==> config.mk <==
export PLATFORM = sky130hd
export DESIGN_NAME = add_op_sequencer
export DESIGN_NICKNAME = d
export VERILOG_FILES = /design/src/rtl/add_op_sequencer.sv
export SDC_FILE = /design/constraint.sdc
export NUM_CORES = 1
export LEC_CHECK = 0
export ABC_AREA = 1
export CORE_MARGIN = 2
export CORE_UTILIZATION = 41
export DETAILED_ROUTE_END_ITERATION = 7
export GPL_TIMING_DRIVEN = 0
export PLACE_DENSITY = 0.74
export SLEW_MARGIN = 10
export SYNTH_ARGS = -nofsm -noshare
export SYNTH_HDL_FRONTEND = slang
export SYNTH_SLANG_ARGS = --single-unit
==> constraint.sdc <==
create_clock -name clk -period 1.4 [get_ports clk]
set_clock_uncertainty 0.2 [all_clocks]
set_input_delay 0.28 -clock clk [delete_from_list [all_inputs] [get_ports clk]]
set_output_delay 0.28 -clock clk [all_outputs]
set_load 0.02 [all_outputs]
==> src/rtl/add_op_sequencer.sv <==
// Operand sequencer and result capture around a 4-bit ripple-carry adder.
// Optional adder self-check is built only when ADD_SELF_CHECK_EN is defined.
module add_op_sequencer #(
  parameter int SETTLE_CYCLES = 1,
  parameter int CNT_W         = 8
) (
  input  logic             clk,
  input  logic             rst_n,
  input  logic             in_valid,
  output logic             in_ready,
  input  logic [3:0]       in_a,
  input  logic [3:0]       in_b,
  output logic [3:0]       add_num1,
  output logic [3:0]       add_num2,
  input  logic [3:0]       add_out,
  input  logic             add_cout,
  output logic             res_valid,
  input  logic             res_ready,
  output logic [3:0]       res_sum,
  output logic             res_cout,
  output logic [CNT_W-1:0] op_count,
  output logic [CNT_W-1:0] ovf_count,
  output logic             check_err
);

  typedef enum logic [1:0] {IDLE = 2'd0, SETTLE = 2'd1, RESULT = 2'd2} state_t;

  localparam logic [3:0]       SETTLE_LOAD = 4'(SETTLE_CYCLES - 1);
  localparam logic [CNT_W-1:0] CNT_ONE     = CNT_W'(1);

  state_t           state_q, state_d;
  logic [3:0]       num1_q, num1_d, num2_q, num2_d;
  logic [3:0]       cnt_q, cnt_d;
  logic [3:0]       sum_q, sum_d;
  logic             cout_q, cout_d;
  logic             valid_q, valid_d;
  logic [CNT_W-1:0] op_q, op_d, ovf_q, ovf_d;
  logic             sample;

  // Adder outputs are only trusted on the last settle cycle.
  assign sample = (state_q == SETTLE) && (cnt_q == 4'd0);

  always_comb begin
    state_d = state_q;
    num1_d  = num1_q;
    num2_d  = num2_q;
    cnt_d   = cnt_q;
    sum_d   = sum_q;
    cout_d  = cout_q;
    valid_d = valid_q;
    op_d    = op_q;
    ovf_d   = ovf_q;
    case (state_q)
      IDLE: begin
        if (in_valid) begin
          num1_d  = in_a;
          num2_d  = in_b;
          cnt_d   = SETTLE_LOAD;
          state_d = SETTLE;
        end
      end
      SETTLE: begin
        if (sample) begin
          sum_d   = add_out;
          cout_d  = add_cout;
          valid_d = 1'b1;
          state_d = RESULT;
        end else begin
          cnt_d = cnt_q - 4'd1;
        end
      end
      RESULT: begin
        if (res_ready) begin
          valid_d = 1'b0;
          op_d    = op_q + CNT_ONE;
          if (cout_q) ovf_d = ovf_q + CNT_ONE;
          state_d = IDLE;
        end
      end
      default: state_d = IDLE;
    endcase
  end

  always_ff @(posedge clk) begin
    if (!rst_n) begin
      state_q <= IDLE;
      num1_q  <= 4'd0;
      num2_q  <= 4'd0;
      cnt_q   <= 4'd0;
      sum_q   <= 4'd0;
      cout_q  <= 1'b0;
      valid_q <= 1'b0;
      op_q    <= '0;
      ovf_q   <= '0;
    end else begin
      state_q <= state_d;
      num1_q  <= num1_d;
      num2_q  <= num2_d;
      cnt_q   <= cnt_d;
      sum_q   <= sum_d;
      cout_q  <= cout_d;
      valid_q <= valid_d;
      op_q    <= op_d;
      ovf_q   <= ovf_d;
    end
  end

`ifdef ADD_SELF_CHECK_EN
  logic       err_q, err_d;
  logic [4:0] ref_sum;

  // Reference sum is taken from the held operands, not from the adder.
  assign ref_sum = {1'b0, num1_q} + {1'b0, num2_q};

  always_comb begin
    err_d = err_q;
    if (sample && ({add_cout, add_out} != ref_sum)) err_d = 1'b1;
  end

  always_ff @(posedge clk) begin
    if (!rst_n) err_q <= 1'b0;
    else        err_q <= err_d;
  end

  assign check_err = err_q;
`else
  assign check_err = 1'b0;
`endif

  assign in_ready  = (state_q == IDLE);
  assign add_num1  = num1_q;
  assign add_num2  = num2_q;
  assign res_valid = valid_q;
  assign res_sum   = sum_q;
  assign res_cout  = cout_q;
  assign op_count  = op_q;
  assign ovf_count = ovf_q;

endmodule

# After elaboration in Yosys (flattened, before gate mapping)
# Index checks and enable logic that the tools add are counted.
[word_totals]
ff_bits = 36
in_bits = 17
[op_classes]
add_sub_neg = 3
n_eq_ne = 6
mux = 10
n_reduce_logical = 12
[ops]
columns = ["operator", "n"]
rows = [
  ["$add A8 B1 Y8 const B", 2],
  ["$reduce_and A3 Y1", 4],
  ["$mux W4", 2],
  ["$ne A2 B2 Y1 const B", 4],
  ["$pmux W4 S2", 1],
  ["$mux W2", 3],
  ["$pmux W2 S3", 1],
  ["$reduce_and A2 Y1", 3],
  ["$logic_not A4 Y1", 1],
  ["$reduce_bool A2 Y1", 2],
  ["$sub A4 B1 Y4 const B", 1],
  ["$eq A2 B1 Y1 const B", 1],
  ["$eq A2 B2 Y1 const B", 1],
  ["$logic_not A2 Y1", 1],
  ["$mux W1", 2],
  ["$pmux W1 S2", 1],
  ["$logic_and A1 B1 Y1", 1],
]

# Longest topological paths before layout
[depth]
word_depth = 4
depth_mapped = 8

# Worst setup path before layout
# No wires, ideal clock.
[synth_timing]
path_kind = "flip-flop to flip-flop"
from = "register state_q[1]"
to = "register num1_q[0], in the netlist add_num1[0]"
t_arrival_ps = 1193
setup_slack_ps = -108
stages_incl_launch_ff = 6
path_buffers = 1
synth_period_minus_slack_ps = 1508
cell_sequence = "dfxtp_1 > nor2_1 > nand2_2 > buf_6 > o21ai_0 > nor2_1"
[synth_via]
elab_chain_len = 2
[synth_lines]
columns = ["element", "line", "rtl"]
rows = [
  ["start, declared", "31", "state_t state_q, state_d;"],
  ["start signal, assigned", "96", "state_q <= state_d;"],
  ["$logic_not A2 Y1", "--", ""],
  ["named net in_ready", "10", "output logic in_ready,"],
  ["$reduce_and A2 Y1 (no line)", "--", ""],
  ["end signal, assigned", "97", "num1_q <= num1_d;"],
  ["end, declared", "32", "logic [3:0] num1_q, num1_d, num2_q, num2_d;"],
]
# The timed path passes the listed nets, and every way through them passes these cells.
# A chain may end at the register's enable or synchronous reset.

# Worst setup path in the final report
[layout_timing]
from = "register state_q[0]"
to = "output port in_ready"
[layout_via]
elab_chain_len = 1
[layout_lines]
columns = ["element", "line", "rtl"]
rows = [
  ["$logic_not A2 Y1", "130", "assign in_ready = (state_q == IDLE);"],
  ["end, declared", "10", ""],
]
# Every way passes these cells.

==> qor.yml <==
cts_tree: "built"
initial_utilization_pct: 43.03
grt_usage_pct: 17.47
fin_crit_ps: 1384
ys_seq_area_share_pct: 45.07
drv_slew: 0
p_leak_nw: 1.055
pwr-share-seq_pct: 48.5
avgRoutedWirePerCell_um: 10.56
holdPathStages: 3
setup_viol: 0
drive_above_1_share_pct: 30.85
final_area_sq_um: 2276
n_antenna_cell: 0
drt-total-wl_um: 3485
holdBufCountCts: 0
detail-route-antenna-nets: 0
clkPwrFrac_pct: 33.8
fin_crit_sh_pct: 98.88
cp.arrival_ps: 900
areaGrowthSynthToFinish_pct: 42.33
endpoint_kind: "output port"
die_x_um: 66.45
insertion_delay_ps: 290
crit_type: "flip-flop to output port"
holdCritStartpoint: "rst_n"
irDropWorstVdd_v: 0.0005697
cts.sinks: 36
portBuffers: 47
reg2reg_depth: 7
std_cell_rows: 22
drv_cap: 0
status: "finished clean"
place_ws_ps: -465.0
fin_util_pct: 61.25
dpl-instance-area_sq_um: 2137
cp_top_family: "flip-flops"
place.gp.congestion: 0.7727
grt_overflow: 0
required_ps: 920
cpMaxStageDelayCell: "dfxtp_4"
dr.pass1.iters: 4
antenna_found_initial: 0
crit_path_max_fanout: 3
hold_viol: 0
numCtsBuffers: 5
die_area_sq_um: 4416
netlist_area_sq_um: 1599
grt_pass1_wl_um: 5809
synth.net_count: 241
synth_warnings: 0
cp-start-kind: "flip-flop"
vias_per_cell: 4.667
path_clk_slew_ps: 70
reg2reg_slack_ps: 60
power.density_nw_per_um2: 1009
switching_power_w: 0.0006363
postSynthAreaPerCell_sq_um: 7.235
p_int_w: 0.001659
startpoint: "state_q[0]"
path_cells: "nor2_4 -> buf_6"
ioPinCount: 49
hpwl_um: 2385
hold_end: "ovf_count[2]"
max_stage_delay_ps: 370
max_freq_mhz: 722.4
vias: 1540
yosys_register_bits: 36
coreArea_sq_um: 3716
power_w: 0.002296
die_y_um: 66.45
cts_root_buf: "clkbuf_8"
synthCells: 221
cts_max_path_buffers: 2
hold_class: "input pin to flip-flop"
r2r-start: "cnt_q[0]"
fin_ws_ps: 15.63
grt_setup_unrepaired: "yes"
first_iter_violations: 65
grt_max_degree: 12
cp_num_buf_inv: 1
synth_cell_type_count: 24
cts_max_level: 2
reg2reg_to: "res_sum[2]"
swShare_pct: 27.72
nets: 301
drc: 0
grt_pass1_vias: 1325
power.share.combinational_pct: 17.7
logic make-up after synthesis:
group / synth area share [%]
fa+ha+maj: 2.348
flops: 45.07
buf+inv: 9.155
compound gates: 10.25
other cells: 0.2345
simple gates: 31.85
xor+xnor: 1.096
registers in the layout, indices dropped and copies added, names as in the netlist:
signal,cells
cnt_q,4
add_num2,4
state_q,2
ovf_count,8
add_num1,4
res_sum,4
res_valid,1
res_cout,1
op_count,8
area by class of cell:
cell class | instances | area [sq um]
tap | 48 | 60.06
clock inverter | 1 | 7.507
clock buffer | 7 | 86.33
timing repair buffer | 53 | 430.4
fill | 361 | 1440
sequential | 36 | 747.0
multi-input combinational | 151 | 784.5
buffer | 6 | 50.05
inverter | 28 | 110.1
metal layers:
layer	up-vias	wire, um	GRT usage [%]
met5	-	0	0
met4	0	86	10.71
met3	7	167	3.885
met2	35	1628	27.88
met1	682	1602	21.26
li1	816	-	-
repair_timing:
action                                  4_1_cts  5_1_grt
hold endpoints to repair                      0        0
endpoints found under the setup margin       63       33
pin swaps                                     2        5
gates cloned                                  0        1
gates resized for setup                     134       35
buffers inserted                              3        2
stage by stage:
| stage | TNS, ps | instances | hold slack (ps) |
|---|---|---|---|
| 2_1_floorplan | 0 | 221 | 203.1 |
| 3_3_place_gp | -13850 | 316 | 258.8 |
| 3_5_place_dp | -14520 | 316 | 259.7 |
| 4_1_cts | 0 | 327 | 273.0 |
| 5_1_grt | -16.08 | 330 | 191.8 |
| 6_report | 0 | 330 | 160.7 |
Yosys cell counts (all sizes together):
library cell	number	area share [%]
nor3	1	0.63
ha	3	2.3
buf	3	1.9
nor2	57	14
a31oi	1	0.39
dfxtp	36	45
o21a	1	0.47
nand2	35	8.8
o21ai	16	5.0
conb	1	0.23
nand3	13	5.2
clkbuf	3	0.70
inv	28	6.6
xor2	2	1.1
and2	1	0.39
nand4	6	2.3
a21oi	14	4.4
worst register-to-register path, delay by kind of cell, from the launching register on:
| family | cells | cell delay (ps) |
|---|---|---|
| simple gates | 3 | 190 |
| flops | 1 | 360 |
| fa+ha+maj | 1 | 170 |
| buf+inv | 2 | 190 |
| compound gates | 1 | 140 |
worst max-delay path by stage:
stage | cells past startpoint | end | slack (ps)
after detailed placement | 4 | res_sum[3] | -470
final | 2 | in_ready | 20
after global placement | 4 | res_sum[3] | -460
after floorplan | 5 | add_num1[0] | 10
after global routing | 2 | in_ready | -20
after CTS | 2 | in_ready | 7
cells in the final DEF, fill, tap and decap left out, drive strengths merged:
cell	n
o21a	1
inv	28
clkdlybuf4s50	14
nand3	13
nand2	35
conb	1
a21oi	14
clkbuf	10
nand4	6
ha	3
dlymetal6s2s	1
o21ai	16
clkinvlp	1
buf	30
dfxtp	36
and2	1
a31oi	1
clkdlybuf4s15	10
nor3	1
nor2	57
xor2	2
dlygate4sd2	1
power by group through the flow:
stage | clock network (W) | logic [W] | registers (W)
finish | 0.000777 | 0.000406 | 0.00111
global route | 0.000847 | 0.000442 | 0.00112
CTS | 0.000802 | 0.000397 | 0.00111
detailed placement | 0 | 0.000383 | 0.00114
global placement | 0 | 0.000379 | 0.00113
floorplan | 0 | 0.000156 | 0.00119
No activity file was read; power rests on OpenSTA's default activity.
